[src/rtl/stopwatch_pkg.sv]
// Shared constants and the BCD-to-segment table for the stopwatch display path.
package stopwatch_pkg;

   localparam int         NUM_DIGITS = 6;
   localparam logic [6:0] SEG_BLANK  = 7'h7F;
   localparam logic [6:0] SEG_DASH   = 7'h3F;

   localparam logic [2:0] DIG_MS_ONES  = 3'd0;
   localparam logic [2:0] DIG_MS_TENS  = 3'd1;
   localparam logic [2:0] DIG_SEC_ONES = 3'd2;
   localparam logic [2:0] DIG_SEC_TENS = 3'd3;
   localparam logic [2:0] DIG_MIN_ONES = 3'd4;
   localparam logic [2:0] DIG_MIN_TENS = 3'd5;

   // Active-low {g,f,e,d,c,b,a}; anything outside 0..9 renders as a dash.
   function automatic logic [6:0] bcd_seg(input logic [3:0] bcd);
      logic [6:0] seg;
      case (bcd)
         4'd0:    seg = 7'h40;
         4'd1:    seg = 7'h79;
         4'd2:    seg = 7'h24;
         4'd3:    seg = 7'h30;
         4'd4:    seg = 7'h19;
         4'd5:    seg = 7'h12;
         4'd6:    seg = 7'h02;
         4'd7:    seg = 7'h78;
         4'd8:    seg = 7'h00;
         4'd9:    seg = 7'h10;
         default: seg = SEG_DASH;
      endcase
      return seg;
   endfunction

endpackage

[src/rtl/stopwatch_seg7_scan_bcd_to_seg7.sv]
// Combinational BCD digit to active-low 7-segment pattern, dash for non-decimal codes.
module bcd_to_seg7
   import stopwatch_pkg::*;
(
   input  logic [3:0] bcd,
   output logic [6:0] seg
);

   always_comb begin
      seg = bcd_seg(bcd);
   end

endmodule

[src/rtl/stopwatch_seg7_scan.sv]
// Multiplexes a frozen-per-frame MM.SS.hh snapshot onto a 6-digit common-anode display.
module stopwatch_seg7_scan
   import stopwatch_pkg::*;
#(
   parameter int SCAN_DIV = 100000,
   parameter bit BLANK_LZ = 1'b1
) (
   input  logic                  clk_core,
   input  logic                  rst,
   input  logic [7:0]            min_i,
   input  logic [7:0]            sec_i,
   input  logic [7:0]            ms_10_i,
   input  logic                  lap_i,
   output logic [6:0]            seg_o,
   output logic                  dp_o,
   output logic [NUM_DIGITS-1:0] an_o,
   output logic                  lap_active_o
);

   localparam int            PW         = $clog2(SCAN_DIV + 1);
   localparam logic [PW-1:0] PRESC_LAST = PW'(SCAN_DIV - 1);

   logic [PW-1:0]         presc;
   logic                  tick;
   logic [2:0]            idx;
   logic                  wrap;
   logic                  first_pend;
   logic                  load;
   logic [23:0]           snapshot;
   logic                  lap_s1;
   logic                  lap_s2;
   logic                  lap_prev;
   logic                  lap_edge;
   logic                  hold;
   logic [3:0]            nibble;
   logic [6:0]            dec_seg;
   logic [6:0]            next_seg;
   logic                  next_dp;
   logic [NUM_DIGITS-1:0] next_an;

   assign tick     = (presc == PRESC_LAST);
   assign wrap     = tick && (idx == DIG_MIN_TENS);
   assign lap_edge = lap_s2 && !lap_prev;
   // Sampling hold before its own update lets a lap edge on a wrap still capture that frame.
   assign load     = tick && (wrap || first_pend) && !hold;

   always_ff @(posedge clk_core or negedge rst) begin
      if (!rst) begin
         presc      <= '0;
         idx        <= DIG_MS_ONES;
         first_pend <= 1'b1;
      end else begin
         if (tick) begin
            presc      <= '0;
            idx        <= wrap ? DIG_MS_ONES : idx + 3'd1;
            first_pend <= 1'b0;
         end else begin
            presc      <= presc + PW'(1);
         end
      end
   end

   always_ff @(posedge clk_core or negedge rst) begin
      if (!rst) begin
         snapshot <= 24'h0;
         lap_s1   <= 1'b0;
         lap_s2   <= 1'b0;
         lap_prev <= 1'b0;
         hold     <= 1'b0;
      end else begin
         if (load) begin
            snapshot <= {min_i, sec_i, ms_10_i};
         end
         lap_s1   <= lap_i;
         lap_s2   <= lap_s1;
         lap_prev <= lap_s2;
         hold     <= hold ^ lap_edge;
      end
   end

   always_comb begin
      nibble = snapshot[3:0];
      case (idx)
         DIG_MS_ONES:  nibble = snapshot[3:0];
         DIG_MS_TENS:  nibble = snapshot[7:4];
         DIG_SEC_ONES: nibble = snapshot[11:8];
         DIG_SEC_TENS: nibble = snapshot[15:12];
         DIG_MIN_ONES: nibble = snapshot[19:16];
         DIG_MIN_TENS: nibble = snapshot[23:20];
         default:      nibble = snapshot[3:0];
      endcase
   end

   bcd_to_seg7 u_dec (
      .bcd (nibble),
      .seg (dec_seg)
   );

   // Decimal points sit after the minutes-ones and seconds-ones digits.
   always_comb begin
      next_an  = ~({{(NUM_DIGITS-1){1'b0}}, 1'b1} << idx);
      next_seg = dec_seg;
      next_dp  = !((idx == DIG_SEC_ONES) || (idx == DIG_MIN_ONES));
      if (BLANK_LZ && (idx == DIG_MIN_TENS) && (snapshot[23:20] == 4'd0)) begin
         next_seg = SEG_BLANK;
      end
   end

   always_ff @(posedge clk_core or negedge rst) begin
      if (!rst) begin
         seg_o <= SEG_BLANK;
         dp_o  <= 1'b1;
         an_o  <= '1;
      end else begin
         seg_o <= next_seg;
         dp_o  <= next_dp;
         an_o  <= next_an;
      end
   end

   assign lap_active_o = hold;

endmodule

[config.mk]
export PLATFORM = sky130hd
export DESIGN_NAME = stopwatch_seg7_scan
export DESIGN_NICKNAME = d
export VERILOG_FILES = /design/src/rtl/stopwatch_pkg.sv /design/src/rtl/stopwatch_seg7_scan_bcd_to_seg7.sv /design/src/rtl/stopwatch_seg7_scan.sv
export SDC_FILE = /design/constraint.sdc
export NUM_CORES = 1
export LEC_CHECK = 0
export CORE_ASPECT_RATIO = 1.25
export CORE_UTILIZATION = 40
export DETAILED_ROUTE_END_ITERATION = 8
export SYNTH_ARGS = -nofsm -noshare
export SYNTH_HDL_FRONTEND = slang
export SYNTH_SLANG_ARGS = --single-unit
[constraint.sdc]
create_clock -name clk_core -period 2.5 [get_ports clk_core]
set_input_delay 0.5 -clock clk_core [delete_from_list [all_inputs] [get_ports clk_core]]
set_output_delay 0.5 -clock clk_core [all_outputs]
set_load 0.03 [all_outputs]
==> impl_metrics.env <==
export IMPL_fin_worst_skew_ps=13.96
export IMPL_worstPathArrival_ps=2510
export IMPL_area_growth_pct=24.47
export IMPL_ys_ff_latch=63
export IMPL_r2r_start="idx[0]"
export IMPL_relSlewSlack_pct=70.79
export IMPL_synth_area_per_cell_um2=12.65
export IMPL_maxCapViolCount=0
export IMPL_seq_area_frac_synth_pct=55.31
export IMPL_sw_frac_of_total_pct=24.03
export IMPL_overflow=0
export IMPL_drc_errors=0
export IMPL_fmax_mhz=440.7
export IMPL_intPower_mw=1.562
export IMPL_grt_max_degree=64
export IMPL_grt_usage_pct=17.47
export IMPL_synth_area_leader_cell="dfrtp_1"
export IMPL_critPathRequiredTime_ps=2740
export IMPL_cts_sinks=63
export IMPL_cts_made_buffers=9
export IMPL_synth_cell_types=38
export IMPL_setup_violations=0
export IMPL_pin_count=42
export IMPL_port_buffers=41
export IMPL_cts_hold_buf=0
export IMPL_clock_latency_ps=340
export IMPL_cts_tree="done"
export IMPL_root_buffer="clkbuf_8"
export IMPL_initial_core_util_pct=41.34
export IMPL_maxSlewViolCount=0
export IMPL_die_w_um=77.95
export IMPL_status="complete, no violations"
export IMPL_cp_top_family="adder cells"
export IMPL_rows=34
export IMPL_worstSetupPathDepth=9
export IMPL_core_area_mm2=0.006977
export IMPL_worstReg2RegEnd="seg_o[1]"
export IMPL_antenna_found_initial=0
export IMPL_wl_um=5675
export IMPL_first_pass_iters=4
export IMPL_path_cells="inv_1 -> ha_1 -> nand2_1 -> nand3_2 -> mux2_2 -> inv_1 -> ha_1 -> nor2_1 -> o21ai_0"
export IMPL_n_antenna_cell=0
export IMPL_cellPowerDensity_mw_per_mm2=572.7
export IMPL_grt_first_pass_wirelength_um=10010
export IMPL_p_switching_mw=0.4941
export IMPL_startpoint="idx[0]"
export IMPL_globalplace_congestion=0.8702
export IMPL_fin_nets=316
export IMPL_wl_per_cell_um=15.13
export IMPL_fill_cells=626
export IMPL_vias_per_cell=5.091
export IMPL_worstPathMaxFanout=6
export IMPL_design_area_mm2=0.003590
export IMPL_reg2regPathDepth=9
export IMPL_cp_end_kind="flop"
export IMPL_peakVddDrop_mv=0.3256
export IMPL_layout_drive_gt1_share_pct=22.81
export IMPL_slowest_delay_ps=410
export IMPL_crit_path_start_kind="flop"
export IMPL_syn_area_mm2=0.002884
export IMPL_hold_path_class="input port to async pin"
export IMPL_dp_hpwl_um=3992
export IMPL_p_leak_nw=1.578
export IMPL_grt_pass1_vias=2069
export IMPL_cts_clk_slew_worst_paths_ps=70
export IMPL_synth_top_area_share_pct=41.65
export IMPL_crit_buf_inv=2
export IMPL_design_die_area_mm2=0.007556
export IMPL_cpMaxStageDelayCell="mux2_2"
export IMPL_htreeDepth=3
export IMPL_min_period_over_period_pct=90.76
export IMPL_synth_cells=228
export IMPL_synth_fp_nets=264
export IMPL_path_class="flop to flop"
export IMPL_cts_max_path_buffers=2
export IMPL_cp_endpoint="seg_o[1]"
export IMPL_fin_tns_setup_ps=0
export IMPL_yosysWarnings=0
export IMPL_ant_nets=0
export IMPL_layout_min_cycle_time_ps=2269
export IMPL_pwr_share_seq_pct=53.2
export IMPL_pwr_share_comb_pct=10.0
export IMPL_r2r_setup_slack_ps=230
export IMPL_placedInstanceArea_mm2=0.003422
export IMPL_vias=1909
export IMPL_synthTopCellsByArea="dfrtp_1, dfstp_2, mux2_4"
export IMPL_hold_violations=0
export IMPL_worst_pin_slew_ps=426.0
export IMPL_rsz0062_at_grt="false"
export IMPL_die_height_um=96.94
export IMPL_pwr_share_clk_pct=36.8
export IMPL_drtIter0Drc=89
==> cell families after synthesis <==
| family | synth area share, % |
|---|---|
| AO/OA/AOI/OAI | 6.117 |
| XOR/XNOR | 4.859 |
| adder cells (fa/ha/maj) | 3.905 |
| buffers and inverters | 2.082 |
| flip-flops | 55.31 |
| multiplexers | 14.19 |
| AND/OR/NAND/NOR | 13.54 |
==> per-layer routing <==
layer,share of wire (%),track usage (%),vias up
li1,-,-,917
met2,51,28.52,45
met1,44,21.05,935
met5,0,0,-
met3,4.2,6.132,12
met4,1.7,6.695,0
==> cells in the final DEF, fill, tap and decap left out, types with 4 or more instances in the layout <==
cell type | synthesis | final
dfrtp_1 | 48 | 48
nand4_1 | 5 | 5
clkbuf_8 | 0 | 10
nand2_1 | 11 | 11
dfstp_2 | 15 | 15
ha_1 | 9 | 9
mux2_2 | 7 | 7
inv_1 | 6 | 6
clkbuf_1 | 4 | 4
xnor2_1 | 9 | 9
xor2_1 | 7 | 7
mux2_4 | 20 | 20
nor2_1 | 16 | 16
buf_4 | 0 | 5
clkdlybuf4s50_1 | 0 | 40
a22oi_1 | 4 | 4
o21ai_0 | 7 | 7
nand3_1 | 17 | 16
==> how the worst min path moves through the flow <==
stage	from	endpoint	slack (ps)
final	rst	snapshot[3]	160
after detailed placement	lap_s1	lap_s2	350
after global placement	lap_s1	lap_s2	340
after CTS	rst	lap_prev	160
after floorplan	rst	idx[0]	200
after global routing	rst	snapshot[21]	190
==> power groups by stage <==
stage | sequential (mW) | combinational (mW) | clock, mW
after detailed placement | 1.11 | 0.208 | 0
after floorplan | 1.14 | 0.0585 | 0
final | 1.09 | 0.206 | 0.756
after global routing | 1.10 | 0.221 | 0.839
after CTS | 1.09 | 0.210 | 0.779
after global placement | 1.11 | 0.205 | 0
==> sequential cells by signal (all words and copies together), names as in the netlist, 3 cells and up <==
register	count
presc	17
seg_o	7
an_o	6
snapshot	24
idx	3
==> cells in the mapped netlist <==
master and number:
a211oi_1 2, a21o_1 1, a21oi_1 3, a221o_1 1, a22oi_1 4, a31oi_1 1, a32oi_1 3, and2_1 1
and3_1 3, and4_1 1, buf_6 2, clkbuf_1 4, dfrtp_1 48, dfstp_2 15, ha_1 9, inv_1 6
mux2_2 7, mux2_4 20, mux2i_1 3, nand2_1 11, nand2_4 1, nand2b_1 2, nand3_1 17, nand3b_1 3
nand4_1 5, nor2_1 16, nor2b_1 3, nor3_1 3, nor3b_1 1, nor4_1 1, nor4_4 1, o2111ai_1 1
o211ai_1 3, o21ai_0 7, or3_1 2, or4_4 1, xnor2_1 9, xor2_1 7
==> final cells by class <==
| cell class | instances | area [um^2] | share of cell area [%] |
|---|---|---|---|
| repair buffers | 47 | 462.9 | 12.90 |
| clock inverters | 2 | 10.01 | 0.2788 |
| inverters | 6 | 22.52 | 0.6274 |
| clock buffers | 14 | 152.6 | 4.252 |
| flip-flops and latches | 63 | 1595 | 44.44 |
| multi-input cells | 153 | 1234 | 34.37 |
| well taps | 90 | 112.6 | 3.137 |
==> worst reg2reg max path: cells and delay by family (launching register included) <==
family | cells | cell delay [ps]
AND/OR/NAND/NOR | 3 | 470
buffers and inverters | 2 | 220
multiplexers | 1 | 420
flip-flops | 1 | 400
AO/OA/AOI/OAI | 1 | 100
adder cells (fa/ha/maj) | 2 | 560
==> per-stage QoR <==
step,cells,utilization (%),worst slack [ps],hold WS [ps],power [mW]
finish,375,51.45,231.1,162.9,2.056
global route,375,51.45,49.27,188.6,2.158
CTS,375,51.38,141.0,160.1,2.083
detailed placement,359,49.05,172.0,352.9,1.319
global placement,359,49.05,194.5,340.6,1.317
floorplan,228,-,246.8,204.4,1.199
==> what timing repair did <==
item | in CTS | in global routing
hold endpoints to repair | 0 | 0
endpoints found under the setup margin | 0 | 3
gates resized for setup | 0 | 1
buffers inserted | 0 | 0
Power figures use the tool's default switching activity.
